$ cat src/rtl/fx_channel_scheduler_if.sv
// Engine-side handshake bundle: the scheduler drives start/enable/bits/sample,
// the bitcrusher engine returns its result and a done strobe.
interface fx_channel_scheduler_if #(
   parameter int W = 12
);
   logic         fx_start;
   logic         fx_enable;
   logic [2:0]   fx_bits;
   logic [W-1:0] fx_sample_in;
   logic [W-1:0] fx_sample_out;
   logic         fx_done;

   modport master (
      output fx_start,
      output fx_enable,
      output fx_bits,
      output fx_sample_in,
      input  fx_sample_out,
      input  fx_done
   );

   modport slave (
      input  fx_start,
      input  fx_enable,
      input  fx_bits,
      input  fx_sample_in,
      output fx_sample_out,
      output fx_done
   );
endinterface

$ cat src/rtl/fx_channel_scheduler.sv
// Time-shares one bitcrusher engine across NCH voice channels: snapshot on tick,
// issue channels serially, publish all results together with a valid strobe.
module fx_channel_scheduler #(
   parameter int NCH     = 4,
   parameter int W       = 12,
   parameter int TIMEOUT = 48
) (
   input  logic                  clk_i,
   input  logic                  rst_ni,
   input  logic                  sample_ready_i,
   input  logic [NCH*W-1:0]      ch_samples_i,
   input  logic [NCH-1:0]        ch_enable_i,
   input  logic [NCH*3-1:0]      ch_crush_i,
   input  logic                  err_clear_i,
   fx_channel_scheduler_if.master fx,
   output logic [NCH*W-1:0]      out_samples_o,
   output logic                  out_valid_o,
   output logic                  busy_o,
   output logic                  overrun_o,
   output logic                  timeout_err_o
);
   localparam int IW = (NCH > 1) ? $clog2(NCH) : 1;
   localparam int TW = $clog2(TIMEOUT + 1);

   typedef enum logic [1:0] {
      S_IDLE,
      S_ISSUE,
      S_WAIT,
      S_PUBLISH
   } state_t;

   state_t                  state_q, state_d;
   logic [IW-1:0]           idx_q, idx_d;
   logic [TW-1:0]           timer_q, timer_d;
   logic [NCH-1:0][W-1:0]   snap_sample_q, snap_sample_d;
   logic [NCH-1:0]          snap_en_q, snap_en_d;
   logic [NCH-1:0][2:0]     snap_crush_q, snap_crush_d;
   logic [NCH-1:0][W-1:0]   res_q, res_d;
   logic [NCH-1:0][W-1:0]   out_samples_q, out_samples_d;
   logic                    out_valid_q, out_valid_d;
   logic                    overrun_q, overrun_d;
   logic                    timeout_err_q, timeout_err_d;

   logic                    fx_start;
   logic                    advance;
   logic                    res_wr;
   logic [W-1:0]            res_val;
   logic                    timeout_hit;
   logic                    engine_active;

   always_comb begin
      state_d       = state_q;
      idx_d         = idx_q;
      timer_d       = timer_q;
      snap_sample_d = snap_sample_q;
      snap_en_d     = snap_en_q;
      snap_crush_d  = snap_crush_q;
      res_d         = res_q;
      out_samples_d = out_samples_q;
      out_valid_d   = 1'b0;
      fx_start      = 1'b0;
      advance       = 1'b0;
      res_wr        = 1'b0;
      res_val       = '0;
      timeout_hit   = 1'b0;

      case (state_q)
         S_IDLE: begin
            if (sample_ready_i) begin
               snap_sample_d = ch_samples_i;
               snap_en_d     = ch_enable_i;
               snap_crush_d  = ch_crush_i;
               idx_d         = '0;
               state_d       = S_ISSUE;
            end
         end
         S_ISSUE: begin
            if (snap_en_q[idx_q]) begin
               fx_start = 1'b1;
               timer_d  = '0;
               state_d  = S_WAIT;
            end else begin
               res_wr  = 1'b1;
               res_val = snap_sample_q[idx_q];
               advance = 1'b1;
            end
         end
         S_WAIT: begin
            if (fx.fx_done) begin
               res_wr  = 1'b1;
               res_val = fx.fx_sample_out;
               advance = 1'b1;
            end else if (timer_q == TW'(TIMEOUT - 1)) begin
               // Engine stalled: pass the dry sample so the round still completes.
               res_wr      = 1'b1;
               res_val     = snap_sample_q[idx_q];
               timeout_hit = 1'b1;
               advance     = 1'b1;
            end else begin
               timer_d = timer_q + TW'(1);
            end
         end
         S_PUBLISH: begin
            out_samples_d = res_q;
            out_valid_d   = 1'b1;
            state_d       = S_IDLE;
         end
         default: state_d = S_IDLE;
      endcase

      if (res_wr) begin
         res_d[idx_q] = res_val;
      end

      if (advance) begin
         if (idx_q == IW'(NCH - 1)) begin
            state_d = S_PUBLISH;
         end else begin
            idx_d   = idx_q + IW'(1);
            state_d = S_ISSUE;
         end
      end

      // A new set event takes priority over a simultaneous clear.
      overrun_d = overrun_q;
      if (sample_ready_i && (state_q != S_IDLE)) begin
         overrun_d = 1'b1;
      end else if (err_clear_i) begin
         overrun_d = 1'b0;
      end

      timeout_err_d = timeout_err_q;
      if (timeout_hit) begin
         timeout_err_d = 1'b1;
      end else if (err_clear_i) begin
         timeout_err_d = 1'b0;
      end
   end

   always_ff @(posedge clk_i or negedge rst_ni) begin
      if (!rst_ni) begin
         state_q       <= S_IDLE;
         idx_q         <= '0;
         timer_q       <= '0;
         snap_sample_q <= '0;
         snap_en_q     <= '0;
         snap_crush_q  <= '0;
         res_q         <= '0;
         out_samples_q <= '0;
         out_valid_q   <= 1'b0;
         overrun_q     <= 1'b0;
         timeout_err_q <= 1'b0;
      end else begin
         state_q       <= state_d;
         idx_q         <= idx_d;
         timer_q       <= timer_d;
         snap_sample_q <= snap_sample_d;
         snap_en_q     <= snap_en_d;
         snap_crush_q  <= snap_crush_d;
         res_q         <= res_d;
         out_samples_q <= out_samples_d;
         out_valid_q   <= out_valid_d;
         overrun_q     <= overrun_d;
         timeout_err_q <= timeout_err_d;
      end
   end

   assign engine_active   = (state_q == S_ISSUE) || (state_q == S_WAIT);
   assign fx.fx_start     = fx_start;
   assign fx.fx_enable    = engine_active;
   assign fx.fx_bits      = engine_active ? snap_crush_q[idx_q] : 3'd0;
   assign fx.fx_sample_in = engine_active ? snap_sample_q[idx_q] : '0;

   assign out_samples_o = out_samples_q;
   assign out_valid_o   = out_valid_q;
   assign busy_o        = (state_q != S_IDLE);
   assign overrun_o     = overrun_q;
   assign timeout_err_o = timeout_err_q;
endmodule

$ cat src/flat_wrapper.sv
// flat-port wrapper written by rule: the top's interface ports become plain ports
module fx_channel_scheduler_flat 
#(
   parameter int NCH     = 4,
   parameter int W       = 12,
   parameter int TIMEOUT = 48
)
  (clk_i, rst_ni, sample_ready_i, ch_samples_i, ch_enable_i, ch_crush_i, err_clear_i, out_samples_o, out_valid_o, busy_o, overrun_o, timeout_err_o, fx_fx_start, fx_fx_enable, fx_fx_bits, fx_fx_sample_in, fx_fx_sample_out, fx_fx_done);
  fx_channel_scheduler_if #(.W(W)) fx_i ();
  input  logic clk_i;
  input  logic rst_ni;
  input  logic sample_ready_i;
  input  logic [NCH*W-1:0] ch_samples_i;
  input  logic [NCH-1:0] ch_enable_i;
  input  logic [NCH*3-1:0] ch_crush_i;
  input  logic err_clear_i;
  output logic [NCH*W-1:0] out_samples_o;
  output logic out_valid_o;
  output logic busy_o;
  output logic overrun_o;
  output logic timeout_err_o;
  output wire logic [$bits(fx_i.fx_start)-1:0] fx_fx_start;
  output wire logic [$bits(fx_i.fx_enable)-1:0] fx_fx_enable;
  output wire logic [$bits(fx_i.fx_bits)-1:0] fx_fx_bits;
  output wire logic [$bits(fx_i.fx_sample_in)-1:0] fx_fx_sample_in;
  input wire logic [$bits(fx_i.fx_sample_out)-1:0] fx_fx_sample_out;
  input wire logic [$bits(fx_i.fx_done)-1:0] fx_fx_done;
  assign fx_fx_start = fx_i.fx_start;
  assign fx_fx_enable = fx_i.fx_enable;
  assign fx_fx_bits = fx_i.fx_bits;
  assign fx_fx_sample_in = fx_i.fx_sample_in;
  assign fx_i.fx_sample_out = fx_fx_sample_out;
  assign fx_i.fx_done = fx_fx_done;
  fx_channel_scheduler #(.NCH(NCH), .W(W), .TIMEOUT(TIMEOUT)) u_core (.clk_i(clk_i), .rst_ni(rst_ni), .sample_ready_i(sample_ready_i), .ch_samples_i(ch_samples_i), .ch_enable_i(ch_enable_i), .ch_crush_i(ch_crush_i), .err_clear_i(err_clear_i), .fx(fx_i), .out_samples_o(out_samples_o), .out_valid_o(out_valid_o), .busy_o(busy_o), .overrun_o(overrun_o), .timeout_err_o(timeout_err_o));
endmodule
$ cat config.mk
export PLATFORM = sky130hd
export DESIGN_NAME = fx_channel_scheduler_flat
export DESIGN_NICKNAME = d
export VERILOG_FILES = /design/src/rtl/fx_channel_scheduler_if.sv /design/src/rtl/fx_channel_scheduler.sv /design/src/flat_wrapper.sv
export SDC_FILE = /design/constraint.sdc
export NUM_CORES = 1
export LEC_CHECK = 0
export BUFFER_PORTS_ARGS = -buffer_cell sky130_fd_sc_hd__buf_2
export CELL_PAD_IN_SITES_DETAIL_PLACEMENT = 1
export CELL_PAD_IN_SITES_GLOBAL_PLACEMENT = 1
export CORE_MARGIN = 10
export CORE_UTILIZATION = 40
export CTS_CLUSTER_DIAMETER = 100
export CTS_CLUSTER_SIZE = 16
export DETAILED_ROUTE_END_ITERATION = 10
export GPL_TIMING_DRIVEN = 0
export PLACE_DENSITY = 0.72
export SLEW_MARGIN = 30
export SYNTH_ARGS = -nofsm -noshare
export SYNTH_HDL_FRONTEND = slang
export SYNTH_SLANG_ARGS = --single-unit
$ cat constraint.sdc
create_clock -name clk_i -period 1.8 [get_ports clk_i]
set_clock_uncertainty 0.05 [all_clocks]
set_input_delay 0 -clock clk_i [delete_from_list [all_inputs] [get_ports clk_i]]
set_output_delay 0 -clock clk_i [all_outputs]
set_load 0.02 [all_outputs]
## After elaboration in Yosys (flattened, before gate mapping)

Index checks and enable logic that the tools add are counted.
Widths: inputs -> output; s select.

- Memory bits (writable): 0
- Logic and storage cells: 89
- Flip-flop bits (word level): 173
- Memories kept: 0
- ROM bits: 0
- Output and inout port bits: 69
- Input port bits: 81
- Latch bits: 0

- Add/subtract/negate cells: 2
- Muxes and demuxes: 40
- Div/mod/pow operators: 0
- Equal/unequal tests: 10
- Reductions and logical operators: 12
- Multipliers: 0
- Bitwise operators: 0
- $lt $le $gt $ge: 2
- Shift-type cells: 0

Operator list:

| kind | count |
|---|---|
| $mux 12 | 6 |
| $bwmux 48 | 1 |
| $bmux 12 s2 | 1 |
| $demux 12 s2 | 1 |
| $pmux 12 s2 | 1 |
| $mux 6 | 3 |
| $mux 2 | 8 |
| $mux 1 | 12 |
| $pmux 6 s2 | 1 |
| $reduce_bool 2->1 | 4 |
| $add 6x1->6 const B | 1 |
| $bmux 3 s2 | 1 |
| $eq 2x2->1 const B | 3 |
| $eq 6x6->1 const B | 1 |
| $mux 3 | 2 |
| $pmux 2 s3 | 1 |
| $ne 2x2->1 const B | 2 |
| $reduce_and 4->1 | 1 |
| $reduce_bool 4->1 | 1 |
| $lt 2x3->1 const B | 1 |
| $ne 3x1->1 const B | 1 |
| $ne 3x2->1 const B | 1 |
| $reduce_and 3->1 | 1 |
| $add 2x1->2 const B | 1 |
| other kinds (9) | 10 |

## Depth between registers and ports, before layout

- Depth after elaboration: 6
- Depth in mapped cells: 8

## Least setup slack after synthesis

Ideal clock, no wire load.

- Kind: register to register
- From: reg u_core.state_q[1]
- To: reg u_core.res_q[46] in the netlist's numbering
- Setup time: 79 ps
- Period minus slack after synthesis: 1965 ps
- Setup slack: -165 ps
- Arrival: 1836 ps
- Cell stages (with the launch flop): 8
- Data required time: 1671 ps
- Path through: dfrtp_1 -> inv_1 -> ha_1 -> clkbuf_1 -> nand2_1 -> a21oi_4 -> buf_8 -> mux2i_1

- Longest elaborated chain between the ends: 3
- Elaborated cells between the ends (all ways): 5
- Those cells by class: eq/ne: 2; mux: 3

Ends and longest elaborated chain:

| element | line | RTL |
|---|---|---|
| start: declaration | fx_channel_scheduler.sv:32 | `state_t state_q, state_d;` |
| start signal: assignment | fx_channel_scheduler.sv:154 | `state_q <= state_d;` |
| $eq 2x2->1 / $eq 2x1->1 (equally long branches) | fx_channel_scheduler.sv:67 | `case (state_q)` |
| $pmux 12 s2 | fx_channel_scheduler.sv:67 |  |
| $bwmux 48 | fx_channel_scheduler.sv:112 | `res_d[idx_q] = res_val;` |
| end signal: assignment | fx_channel_scheduler.sv:160 | `res_q <= res_d;` |
| end: declaration | fx_channel_scheduler.sv:38 | `logic [NCH-1:0][W-1:0] res_q, res_d;` |

Several ways; a longest one is shown, not always the timed one.
A chain may end at the register's enable or synchronous reset.

## Final worst setup path

- From: reg u_core.idx_q[1]
- To: out fx_fx_sample_in[11]

- Longest elaborated chain between the ends: 3

Ends and longest elaborated chain:

| element | line | RTL |
|---|---|---|
| start: declaration | fx_channel_scheduler.sv:33 | `logic [IW-1:0] idx_q, idx_d;` |
| start signal: assignment | fx_channel_scheduler.sv:155 | `idx_q <= idx_d;` |
| $bmux 12 s2 | fx_channel_scheduler.sv:172 | `assign fx.fx_sample_in = engine_active ? snap_sample_q[idx_q] : '0;` |
| $mux 12 (implied by the code) | fx_channel_scheduler.sv:172 |  |
| $mux 12 | fx_channel_scheduler.sv:172 |  |
| end: declaration | flat_wrapper.sv:25 | `output wire logic [$bits(fx_i.fx_sample_in)-1:0] fx_fx_sample_in;` |

Every way passes these cells. The select of a mux whose other input is x is not followed.

==> flow_summary.toml <==
[synthesis]
yosys.area_share.simple_pct = 3.69
syn_area_um2 = 7840
synth_top_family_by_area = "multiplexers"
ys_types = 43
muxShareOfSynthArea_pct = 27.7
syn_avg_cell_area_um2 = 13.2
async_flop_share_pct = 100
synth_cells = 592
seq_area_frac_synth_pct = 55.2
synth_top_flop_cell = "dfrtp_1"
synth_fa_ha_area_share_pct = 1.44
synth_compound_area_share_pct = 6.86
synth_edf_count = 0
synth_xor_area_share_pct = 0
yosys_register_bits = 173
ys_warn_count = 0
synth_nets = 682

[power]
power_density_nw_per_um2 = 1760
irDropWorstVdd_uv = 1010
leakagePower_uw = 0.00535
finalPower_uw = 20900

[grt]
overflow = 0
antenna_found_initial = 2
grt_max_degree = 70
grt_pass1_vias = 7042
grt_pass1_wl_um = 43000
grt_usage_pct = 21.5

[cells_and_area]
final_cell_mix = "dfrtp_1 (170), buf_2 (139), mux2_2 (113)"
regArea_um2 = 4330
final_layout_size_suffix_gt1_share_pct = 54.0
areaGrowthSynthToFinish_pct = 51.1
multi_input_area_um2 = 3770
nets = 972
final_area_um2 = 11800
final_common_cell = "dfrtp_1"
num-fill-cells = 1920

[floorplan]
initial_core_util_pct = 40.4
fp.dieW_um = 160
core_um2 = 19400
row_count = 51
chipHeight_um = 160
io_pins = 150
fp.dieArea_um2 = 25600

[clocking]
clock_sinks = 173
cts_tree = "built"
h-tree-depth = 4
path_clk_slew_ns = 0.07
clockBufferDepth = 2
insertion_delay_ns = 0.43
root_buffer = "clkbuf_16"
cts_buffers = 17

[worst_setup_path]
cp.arrival_ns = 2.07
path_cells = "bufbuf_16 -> mux2i_2 -> o22ai_4 -> buf_6"
cp-start-kind = "flip-flop"
cp_max_fo = 6
reg2reg_depth = 6
worst-setup-path-type = "reg2out"
worstPathRequired_ns = 1.75
end_kind = "primary output"
slowest_stage = "dfrtp_2"
crit_path_max_incr_delay_ns = 0.50

[timing]
finalCritPeriodShare_pct = 118
slew_headroom_pct = 60.7
setup_viol = 74
finalMaxSlewViolations = 0
worst_slack_ns = -0.321
max_slew.worst_pin.slew_ns = 0.589
rsz0062_at_grt = "true"
hold_viol = 0
fin_crit_ns = 2.12
fmax_mhz = 472

[min_path]
hold_depth = 5
hold_class = "in2reg"

[drt]
vias = 6144
wire_per_inst_um = 25.6
drt-initial-drc-count = 367
ant_nets = 0
wirelength_um = 29700
vias_per_cell = 5.29
drc_errors = 0
drtPass1Iterations = 5

[run_status]
violations = "setup timing"
outcome = "finished with violations"

[placed_design]
gp_congestion = 0.815
placed_cell_area_um2 = 8990
dp_hpwl_um = 17000
io_buffer_count = 149

[job]
maxCapViolCount = 0
[synthesized netlist by cell type (7+ instances only)]
cell type	n	area [um^2]
dfrtp_1	173	4330
mux2_2	115	1290
mux2i_1	76	761
inv_1	58	218
nand2_1	17	63.8
o21ai_0	16	80.1
o21ai_1	12	60.1
nand4_1	11	68.8
o221ai_1	11	96.3
o22ai_1	11	68.8
buf_2	10	50.1
buf_1	9	33.8
ha_1	9	113
clkbuf_1	8	30.0
nand2b_1	7	43.8
[power breakdown]
part | total [uW] | leakage, uW | switching [uW] | internal [uW]
Combinational | 10900 | 0.00282 | 5470 | 5410
Sequential | 6460 | 0.00225 | 1140 | 5320
Clock | 3570 | 0.000271 | 1720 | 1850
[layout make-up]
class | instances | share of cell area (%)
diodes | 1 | 0.0211
plain buffers | 31 | 3.47
clock buffers | 20 | 3.77
clock inverters | 12 | 0.876
inverters | 58 | 1.84
multi-input cells | 327 | 31.8
flip-flops and latches | 173 | 36.6
well taps | 265 | 2.80
repair buffers | 274 | 18.9
[timing repair]
item	4_1_cts	5_1_grt
hold endpoints to repair	170	0
gates resized for setup	191	73
hold buffers	70	0
cloned	5	3
setup buffers	26	20
setup endpoints to repair	170	119
pin swaps	22	25
[path summary, 6_finish.rpt]
check | startpoint | to | slack (ns)
setup / recovery | u_core.idx_q[1]$_DFF_PN0_ | fx_fx_sample_in[11] | -0.32
hold / removal | fx_fx_done | u_core.state_q[0]$_DFFE_PN0P_ | 0.06
setup reg to reg | u_core.idx_q[1]$_DFF_PN0_ | u_core.res_q[23]$_DFFE_PN0P_ | -0.28
hold reg to reg | u_core.out_samples_o[29]$_DFFE_PN0P_ | u_core.out_samples_o[29]$_DFFE_PN0P_ | 0.45
max in group asynchronous | rst_ni | u_core.snap_sample_q[47]$_DFFE_PN0P_ | 0.20
min in group asynchronous | rst_ni | u_core.out_samples_o[5]$_DFFE_PN0P_ | 0.52
[kinds of logic after synthesis]
| group | count (synthesis) |
|---|---|
| mux | 196 |
| flops | 173 |
| buf+inv | 92 |
| compound gates | 71 |
| simple gates | 51 |
| fa+ha+maj | 9 |
[critical path, delay by kind of cell (launching register included)]
kind	cells	cell delay, ns
buffers and inverters	2	0.47
AOI/OAI and AO/OA	1	0.17
DFF	1	0.50
muxes	1	0.49
[layer usage]
metal | up-vias | part of all wire, % | global-route usage [%]
li1 | 2674 | - | -
met1 | 3212 | 40 | 24.8
met2 | 211 | 52 | 37.6
met3 | 45 | 5.7 | 6.86
met4 | 2 | 2.4 | 5.88
met5 | - | 0.044 | 0
[per-stage QoR]
| stage | util, % | hold slack, ns | setup TNS, ns | cells | setup slack, ns |
|---|---|---|---|---|---|
| floorplan | - | -0.346 | -0.392 | 592 | -0.0272 |
| global placement | 46.0 | 0.183 | -360.25 | 1006 | -1.90 |
| detailed placement | 46.4 | -0.150 | -46.29 | 1008 | -0.550 |
| CTS | 58.5 | 0.0541 | -10.37 | 1141 | -0.226 |
| global route | 61.1 | 0.0541 | -17.12 | 1161 | -0.339 |
| finish | 61.1 | 0.0629 | -12.70 | 1161 | -0.321 |
[flip-flops by register name, indices dropped and copies added (netlist names)]
name	count
u_core.out_samples_o	48
u_core.snap_crush_q	12
u_core.snap_en_q	4
u_core.idx_q	2
u_core.overrun_o	1
u_core.state_q	2
u_core.out_valid_o	1
u_core.snap_sample_q	48
u_core.res_q	48
u_core.timeout_err_o	1
u_core.timer_q	6
(Power assumes the default switching activity.)
